**src/rtl/load_extend_unit.sv**
```systemverilog
// Load-data lane extractor and sign/zero extender with a two-stage valid/ready pipeline.
// S1 captures the addressed lane right-aligned; S2 extends it to the full datapath width.
module load_extend_unit #(
    parameter  int DATA_WIDTH = 32,
    localparam int OFFW       = $clog2(DATA_WIDTH / 8)
) (
    input  logic                  clk,
    input  logic                  rst_n,
    input  logic                  in_valid,
    output logic                  in_ready,
    input  logic [DATA_WIDTH-1:0] in_data,
    input  logic [OFFW-1:0]       in_offset,
    input  logic [1:0]            in_size,
    input  logic                  in_unsigned,
    output logic                  out_valid,
    input  logic                  out_ready,
    output logic [DATA_WIDTH-1:0] out_data,
    output logic                  out_err,
    input  logic                  err_clr,
    output logic                  err_sticky
);

    // Access size in bits (8, 16, 32 or 64).
    function automatic int size_bits(input logic [1:0] size);
        return int'(32'd8 << size);
    endfunction

    function automatic logic size_legal(input logic [1:0] size);
        return size_bits(size) <= DATA_WIDTH;
    endfunction

    // Low offset bits that must be zero for a naturally aligned access.
    function automatic logic [OFFW-1:0] align_mask(input logic [1:0] size);
        logic [OFFW-1:0] m;
        case (size)
            2'd0:    m = OFFW'(3'd0);
            2'd1:    m = OFFW'(3'd1);
            2'd2:    m = OFFW'(3'd3);
            2'd3:    m = OFFW'(3'd7);
            default: m = OFFW'(3'd0);
        endcase
        return m;
    endfunction

    function automatic logic [DATA_WIDTH-1:0] lane_mask(input logic [1:0] size);
        logic [DATA_WIDTH-1:0] m;
        int                    bits;
        bits = size_bits(size);
        m    = '0;
        for (int i = 0; i < DATA_WIDTH; i++) begin
            m[i] = (i < bits);
        end
        return m;
    endfunction

    // Replicate the field MSB (or zero) above the field; full-width fields pass unchanged.
    function automatic logic [DATA_WIDTH-1:0] extend(
        input logic [DATA_WIDTH-1:0] field,
        input logic [1:0]            size,
        input logic                  uns
    );
        logic [DATA_WIDTH-1:0] r;
        logic                  msb;
        int                    bits;
        bits = size_bits(size);
        msb  = 1'b0;
        r    = '0;
        for (int i = 0; i < DATA_WIDTH; i++) begin
            if (i == bits - 1) begin
                msb = field[i];
            end else begin
                msb = msb;
            end
        end
        for (int i = 0; i < DATA_WIDTH; i++) begin
            if (i < bits) begin
                r[i] = field[i];
            end else begin
                r[i] = uns ? 1'b0 : msb;
            end
        end
        return r;
    endfunction

    logic                  s1_valid_q,  s1_valid_d;
    logic [DATA_WIDTH-1:0] s1_field_q,  s1_field_d;
    logic [1:0]            s1_size_q,   s1_size_d;
    logic                  s1_uns_q,    s1_uns_d;
    logic                  s1_err_q,    s1_err_d;
    logic                  out_valid_q, out_valid_d;
    logic [DATA_WIDTH-1:0] out_data_q,  out_data_d;
    logic                  out_err_q,   out_err_d;
    logic                  sticky_q,    sticky_d;

    logic                  s2_free_s;
    logic                  s1_adv_s;
    logic                  in_fire_s;
    logic                  out_fire_s;
    logic                  req_err_s;
    logic [DATA_WIDTH-1:0] shifted_s;

    // Handshake and pipeline-advance decode.
    always_comb begin
        s2_free_s  = !out_valid_q || out_ready;
        s1_adv_s   = s1_valid_q && s2_free_s;
        in_ready   = rst_n && (!s1_valid_q || s2_free_s);
        in_fire_s  = in_valid && in_ready;
        out_fire_s = out_valid_q && out_ready;
        req_err_s  = (|(in_offset & align_mask(in_size))) || !size_legal(in_size);
        shifted_s  = in_data >> {in_offset, 3'b000};
    end

    // S1 next state: capture the right-aligned lane, zeroed for errored requests.
    always_comb begin
        s1_valid_d = s1_valid_q;
        s1_field_d = s1_field_q;
        s1_size_d  = s1_size_q;
        s1_uns_d   = s1_uns_q;
        s1_err_d   = s1_err_q;
        if (in_fire_s) begin
            s1_valid_d = 1'b1;
            s1_size_d  = in_size;
            s1_uns_d   = in_unsigned;
            s1_err_d   = req_err_s;
            if (req_err_s) begin
                s1_field_d = '0;
            end else begin
                s1_field_d = shifted_s & lane_mask(in_size);
            end
        end else if (s1_adv_s) begin
            s1_valid_d = 1'b0;
        end else begin
            s1_valid_d = s1_valid_q;
        end
    end

    // S2 next state: load the extended result when S1 advances, otherwise hold.
    always_comb begin
        out_valid_d = out_valid_q;
        out_data_d  = out_data_q;
        out_err_d   = out_err_q;
        if (s1_adv_s) begin
            out_valid_d = 1'b1;
            out_err_d   = s1_err_q;
            if (s1_err_q) begin
                out_data_d = '0;
            end else begin
                out_data_d = extend(s1_field_q, s1_size_q, s1_uns_q);
            end
        end else if (out_fire_s) begin
            out_valid_d = 1'b0;
        end else begin
            out_valid_d = out_valid_q;
        end
    end

    // Sticky error flag: a handed-off error takes priority over a clear.
    always_comb begin
        sticky_d = sticky_q;
        if (out_fire_s && out_err_q) begin
            sticky_d = 1'b1;
        end else if (err_clr) begin
            sticky_d = 1'b0;
        end else begin
            sticky_d = sticky_q;
        end
    end

    // State registers with synchronous active-low reset.
    always_ff @(posedge clk) begin
        if (!rst_n) begin
            s1_valid_q  <= 1'b0;
            s1_field_q  <= '0;
            s1_size_q   <= 2'd0;
            s1_uns_q    <= 1'b0;
            s1_err_q    <= 1'b0;
            out_valid_q <= 1'b0;
            out_data_q  <= '0;
            out_err_q   <= 1'b0;
            sticky_q    <= 1'b0;
        end else begin
            s1_valid_q  <= s1_valid_d;
            s1_field_q  <= s1_field_d;
            s1_size_q   <= s1_size_d;
            s1_uns_q    <= s1_uns_d;
            s1_err_q    <= s1_err_d;
            out_valid_q <= out_valid_d;
            out_data_q  <= out_data_d;
            out_err_q   <= out_err_d;
            sticky_q    <= sticky_d;
        end
    end

    assign out_valid  = out_valid_q;
    assign out_data   = out_data_q;
    assign out_err    = out_err_q;
    assign err_sticky = sticky_q;

endmodule

```
**config.mk**
```make
export PLATFORM = sky130hd
export DESIGN_NAME = load_extend_unit
export DESIGN_NICKNAME = d
export VERILOG_FILES = /design/src/rtl/load_extend_unit.sv
export SDC_FILE = /design/constraint.sdc
export NUM_CORES = 1
export LEC_CHECK = 0
export ABC_AREA = 1
export CAP_MARGIN = 20
export CORE_MARGIN = 10
export CORE_UTILIZATION = 60
export CTS_CLUSTER_DIAMETER = 50
export DETAILED_ROUTE_END_ITERATION = 8
export DONT_BUFFER_PORTS = 1
export PLACE_DENSITY_LB_ADDON = 0.12
export SLEW_MARGIN = 20
export SYNTH_ARGS = -nofsm -noshare
export SYNTH_HDL_FRONTEND = slang
export SYNTH_SLANG_ARGS = --single-unit
export TNS_END_PERCENT = 10
```
**constraint.sdc**
```tcl
create_clock -name clk -period 1.4 [get_ports clk]
set_input_delay 0.14 -clock clk [delete_from_list [all_inputs] [get_ports clk]]
set_output_delay 0.14 -clock clk [all_outputs]
set_load 0.02 [all_outputs]
```
==> results of run 1 <==
==> logic make-up after synthesis <==
group	synth area share, %
DFF	40.6
buffers and inverters	8.54
AOI/OAI and AO/OA	12.7
other	0.106
adders and majority gates	0.353
and+or+nand+nor	37.7
==> path summary, 6_finish.rpt <==
check,cells after the start,endpoint,slack (ns)
min reg2reg,2,s1_field_q[16],0.47
min,2,s1_valid_q,0.02
max reg2reg,6,out_data[8],0.07
max,6,out_data[8],0.07
==> sequential cells by signal (all words and copies together), names as in the netlist <==
name        flops
out_data       32
s1_field_q     32
s1_size_q       2
err_sticky      1
out_err         1
out_valid       1
s1_err_q        1
s1_uns_q        1
s1_valid_q      1
==> power breakdown <==
part,switching [mW],internal (mW)
clock network,0.751,0.868
logic,0.346,0.188
registers,0.0596,2.09
==> placed cells by master (no fill, tap or decap), drive strengths merged <==
cell type,n
o21ai,5
buf,16
inv,33
clkinv,3
bufinv,1
clkbuf,11
dfxtp,72
conb,2
nor2,72
ha,1
clkinvlp,1
a21oi,69
a211oi,1
nand2,202
o211ai,8
nand3,51
dlygate4sd3,7
==> critical path, delay by kind of cell (launching register included) <==
family                 cells  cell delay [ns]
buffers and inverters      1             0.06
DFF                        1             0.39
AOI/OAI and AO/OA          2             0.30
and+or+nand+nor            3             0.51
==> through the flow <==
stage               hold WS [ns]  util, %
floorplan                  0.250        -
global placement           0.260     64.4
detailed placement         0.261     64.4
CTS                       0.0233     69.1
global route              0.0159     70.3
finish                    0.0246     70.3
==> cell type report <==
class	count	area (um^2)
clock inverter	5	56.3
timing repair buffer	23	256
sequential	72	1440
multi-input combinational	411	1830
fill	514	1660
clock buffer	11	141
inverter	33	129
tap	72	90.1
==> layer usage <==
metal	track usage, %	vias to the layer above	share of wire, %
li1	-	1738	-
met1	24.0	1565	43
met2	28.6	125	46
met3	6.67	13	9.6
met4	6.54	0	1.4
met5	0	-	0
==> timing repair <==
| item | CTS | global route |
|---|---|---|
| hold endpoints to repair | 5 | 1 |
| hold buffers | 6 | 1 |
| setup endpoints to repair | 3 | 44 |
| resized for setup | 2 | 6 |
| setup buffers | 0 | 3 |
| pin swaps | 0 | 1 |
==> flow_summary_export.csv, run 1 <==
group,metric,value,unit
run_status,status,"complete, no violations",
route,drt.antenna.violating_nets,0,
pwr,power_density,1090,nW/um^2
critical_path,required,1.68,ns
timing,fin_skew,0.00671,ns
clocking,numCtsBuffers,9,
yosys,synth_commonest_cells,"nand2_1 (197), dfxtp_1 (72), nor2_1 (69)",
clocking,clock-sinks,72,
yosys,syn_area_per_cell,6.48,um^2
critical_path,worstPathCellList,"inv_1 > a21oi_1 > nand3_2 > nand2_1 > nand2_1 > a21oi_1",
place,dp_cells,601,
global_routing,overflow,0,
timing,finalCriticalPeriod,1.33,ns
floorplanning,core,5610,um^2
yosys,synth_area_leaders,"dfxtp_1 (41%), nand2_1 (21%), a21oi_1 (9.5%), nor2_1 (7.3%), nand3_1 (6.9%)",
critical_path,cp-start-kind,"flip-flop",
global_routing,antenna_found_initial,0,
place,portBuffers,0,
floorplanning,start_util,63.3,%
global_routing,grt_pass1_wl,15100,um
timing,hold_viol,0,
yosys,netlist_instances,547,
clocking,cts_buffer_depth,2,
cells_and_area,final_area,3950,um^2
route,routed_wirelength,9260,um
yosys,synth_cell_types,26,
timing,fin_setup_tns,0,ns
pwr,ir_worst_vdd,0.832,mV
route,drt_iter0_drc,239,
route,firstDrtPassIters,5,
yosys,synth-seq-cells,72,
cells_and_area,areaGrowthSynthToFinish,11.2,%
critical_path,critical_path.max_fanout,8,
timing,fin_ws,0.0713,ns
timing,max_freq,0.753,GHz
clocking,htree_levels,3,
clocking,clk_latency,0.34,ns
clocking,cts_root_buffer,"clkbuf_8",
critical_path,reg2reg_from,"s1_field_q[31]",
timing,rsz0062_at_grt,"true",
global_routing,grt_usage,18.9,%
place,pre_cts_slack,-0.000611,ns
yosys,synth_top_cell_area_share,40.6,%
place,gp_congestion,0.903,
floorplanning,fp-row-count,27,
cells_and_area,layout.cells.non_filler,627,
floorplanning,dieArea,9390,um^2
floorplanning,die_h,96.9,um
floorplanning,die_w,96.9,um
yosys,yosysSeqAreaShare,40.6,%
yosys,yosysTopAreaCell,"dfxtp_1",
yosys,yosys_warnings,0,
cells_and_area,drive_above_1_share,9.91,%
place,dpl_cell_area,3610,um^2
route,vias,3441,
yosys,synthArstFlopShare,0,%
timing,report.final.slew_viol_count,0,
run,maxCapViolCount,0,
critical_path,end_kind,"flip-flop",
worst_hold_path,hold_class,"input port to flip-flop",
route,avgRoutedWirePerCell,14.8,um
global_routing,grt_max_degree,38,
yosys,synth_edf_count,0,
timing,setup_viol,0,
worst_hold_path,hold_start,"in_valid",
critical_path,critical_path_class,"flip-flop to flip-flop",
clocking,cts.clk_slew.worst_paths,0.07,ns
cells_and_area,nets,593,
critical_path,arrival,1.61,ns
pwr,leakagePower,1.69,nW
critical_path,max_stage_delay,0.39,ns
timing,fin_crit_sh,94.9,%
route,drt-vias-per-instance,5.49,
clocking,cts_tree,"built",
yosys,syn_area,3550,um^2
yosys,yosysMostFrequentCell,"nand2_1",
route,drc,0,
floorplanning,io-pin-count,78,
pwr,power,4.31,mW
cells_and_area,diodes,0,
yosys,yosys_most_used_dff,"dfxtp_1",
critical_path,crit_start,"s1_field_q[31]",
place,dp_hpwl,6730,um
global_routing,grt_pass1_vias,3025,
critical_path,slowest_stage,"dfxtp_1",
Note: power is estimated with default switching activity, not from simulation.
==> run 2: changes to the inputs <==
- ABC_AREA: 1 -> 0
==> flow_summary_export.csv, run 2 <==
group,metric,value,unit
yosys,synth_top_family_by_area,"simple AND/OR/NAND/NOR gates",
yosys,synthXorXnorAreaFrac,0,%
pwr,ir_worst_vdd,0.690,mV
cells_and_area,layout.cells.non_filler,472,
timing,report.final.slew_viol_count,0,
cells_and_area,final_cell_mix,"dfxtp_1 (69), nand3_1 (52), nand2_1 (43)",
timing,fin_setup_tns,0,ns
place,dp_cells,417,
clocking,htree_levels,3,
yosys,yosys.area_share.simple,22.5,%
clocking,cts.clk_slew.worst_paths,0.08,ns
floorplanning,dieArea,8530,um^2
critical_path,required,1.64,ns
run_status,status,"finished, violations left",
timing,whs,-0.00701,ns
floorplanning,die_w,92.4,um
global_routing,grt_pass1_wl,14900,um
place,dp_hpwl,6060,um
cells_and_area,drive_above_1_share,13.0,%
clocking,post-cts-setup-buffers,0,
yosys,synth_fa_ha_area_share,0.398,%
floorplanning,die_h,92.4,um
critical_path,path_buf_inv,1,
global_routing,overflow,0,
worst_hold_path,hold_class,"input port to flip-flop",
yosys,syn_area,3140,um^2
clocking,numCtsBuffers,9,
clocking,clk_latency,0.35,ns
critical_path,arrival,1.60,ns
yosys,yosysMostFrequentCell,"dfxtp_1",
yosys,synth_top_cell_area_share,45.9,%
route,vias,2999,
critical_path,end_kind,"flip-flop",
route,drt-vias-per-instance,6.35,
critical_path,max_stage_delay,0.33,ns
cells_and_area,multiInputGateArea,1600,um^2
floorplanning,fp-row-count,26,
place,gp_congestion,0.830,
yosys,yosys_warnings,0,
place,portBuffers,0,
yosys,synth-seq-cells,72,
route,drc,0,
timing,fin_ws,0.0464,ns
yosys,syn_area_per_cell,8.65,um^2
clocking,clock-sinks,72,
critical_path,critical_path_class,"flip-flop to flip-flop",
place,dpl_cell_area,3250,um^2
global_routing,grt_usage,21.5,%
place,pre_cts_slack,0.0105,ns
route,drt_iter0_drc,302,
yosys,synthArstFlopShare,0,%
yosys,synth_commonest_cells,"dfxtp_1 (72), nand3_1 (52), nand2_1 (43)",
clocking,cts_buffer_depth,2,
yosys,synth_mux_area_share,6.05,%
cells_and_area,final_area,3880,um^2
timing,rsz0062_at_grt,"true",
pwr,power,4.25,mW
yosys,yosys_most_used_dff,"dfxtp_1",
global_routing,antenna_found_initial,0,
cells_and_area,fin_util,76.0,%
global_routing,grt_pass1_vias,2902,
timing,setup_viol,0,
clocking,cts_root_buffer,"clkbuf_8",
timing,finalCriticalPeriod,1.35,ns
cells_and_area,nets,441,
timing,fin_skew,0.00702,ns
cells_and_area,layout_commonest_cell,"dfxtp_1",
run,maxCapViolCount,0,
cells_and_area,areaGrowthSynthToFinish,23.5,%
yosys,synth_area_leaders,"dfxtp_1 (46%), nand3_1 (8.3%), o21ai_0 (6.4%), nand2_1 (5.1%), o41ai_1 (4.7%)",
route,firstDrtPassIters,5,
cells_and_area,fillerInstances,378,
run_status,violations,"hold timing",
yosys,yosysSeqAreaShare,45.9,%
timing,max_freq,0.739,GHz
route,avgRoutedWirePerCell,20.6,um
floorplanning,io-pin-count,78,
critical_path,cp-start-kind,"flip-flop",
yosys,synth_compound_area_share,20.4,%
critical_path,worstPathCellList,"nand3b_1 > nand3_1 > buf_12 > o41ai_1",
route,drt.antenna.violating_nets,0,
yosys,synth_cell_types,31,
floorplanning,start_util,61.5,%
yosys,yosysTopAreaCell,"dfxtp_1",
timing,fin_crit_sh,96.7,%
global_routing,grt_max_degree,79,
yosys,synth_edf_count,0,
critical_path,critical_path.max_fanout,30,
critical_path,cp_top_family,"simple AND/OR/NAND/NOR gates",
pwr,leakagePower,1.44,nW
clocking,cts_tree,"built",
critical_path,slowest_stage,"dfxtp_1",
route,routed_wirelength,9710,um
cells_and_area,seq_area,1450,um^2
timing,hold_viol,1,
pwr,power_density,1100,nW/um^2
floorplanning,core,5110,um^2
yosys,netlist_instances,363,
==> run 2: layer usage <==
metal,up-vias,global-route usage (%),share of wire [%]
li1,1385,-,-
met3,29,10.2,12
met5,-,0,0
met2,163,33.6,48
met1,1422,24.5,38
met4,0,9.64,2.7
==> run 2: what timing repair did <==
action / in CTS / in global routing
hold buffers: 35 / 5
resized for setup: 1 / 9
setup endpoints to repair: 5 / 47
hold endpoints to repair: 61 / 49
==> run 2: layout make-up <==
type	instances	share of cell area, %
clock inverters	4	1.23
multi-input cells	256	41.2
repair buffers	57	14.5
clock buffers	10	3.29
well taps	70	2.26
inverters	2	0.193
flip-flops and latches	72	37.2
diodes	1	0.0645
==> run 2: worst paths after layout <==
path | startpoint | end | slack [ns] | cells past startpoint
worst min-delay path | rst_n | s1_field_q[21] | -0.007 | 2
worst max register to register | s1_valid_q | s1_field_q[9] | 0.05 | 4
worst min register to register | s1_field_q[14] | s1_field_q[14] | 0.47 | 2
worst max-delay path | s1_valid_q | s1_field_q[9] | 0.05 | 4
==> run 2: power by group <==
| group | internal [mW] | total [mW] | switching, mW |
|---|---|---|---|
| sequential | 2.11 | 2.18 | 0.0760 |
| combinational | 0.243 | 0.521 | 0.278 |
| clock | 0.798 | 1.55 | 0.752 |
| total | 3.15 | 4.25 | 1.11 |
==> run 2: cell families after synthesis <==
kind of cell | Yosys count
adders and majority gates | 1
and+or+nand+nor | 137
muxes | 18
AOI/OAI and AO/OA | 98
DFF | 72
other | 1
buffers and inverters | 36
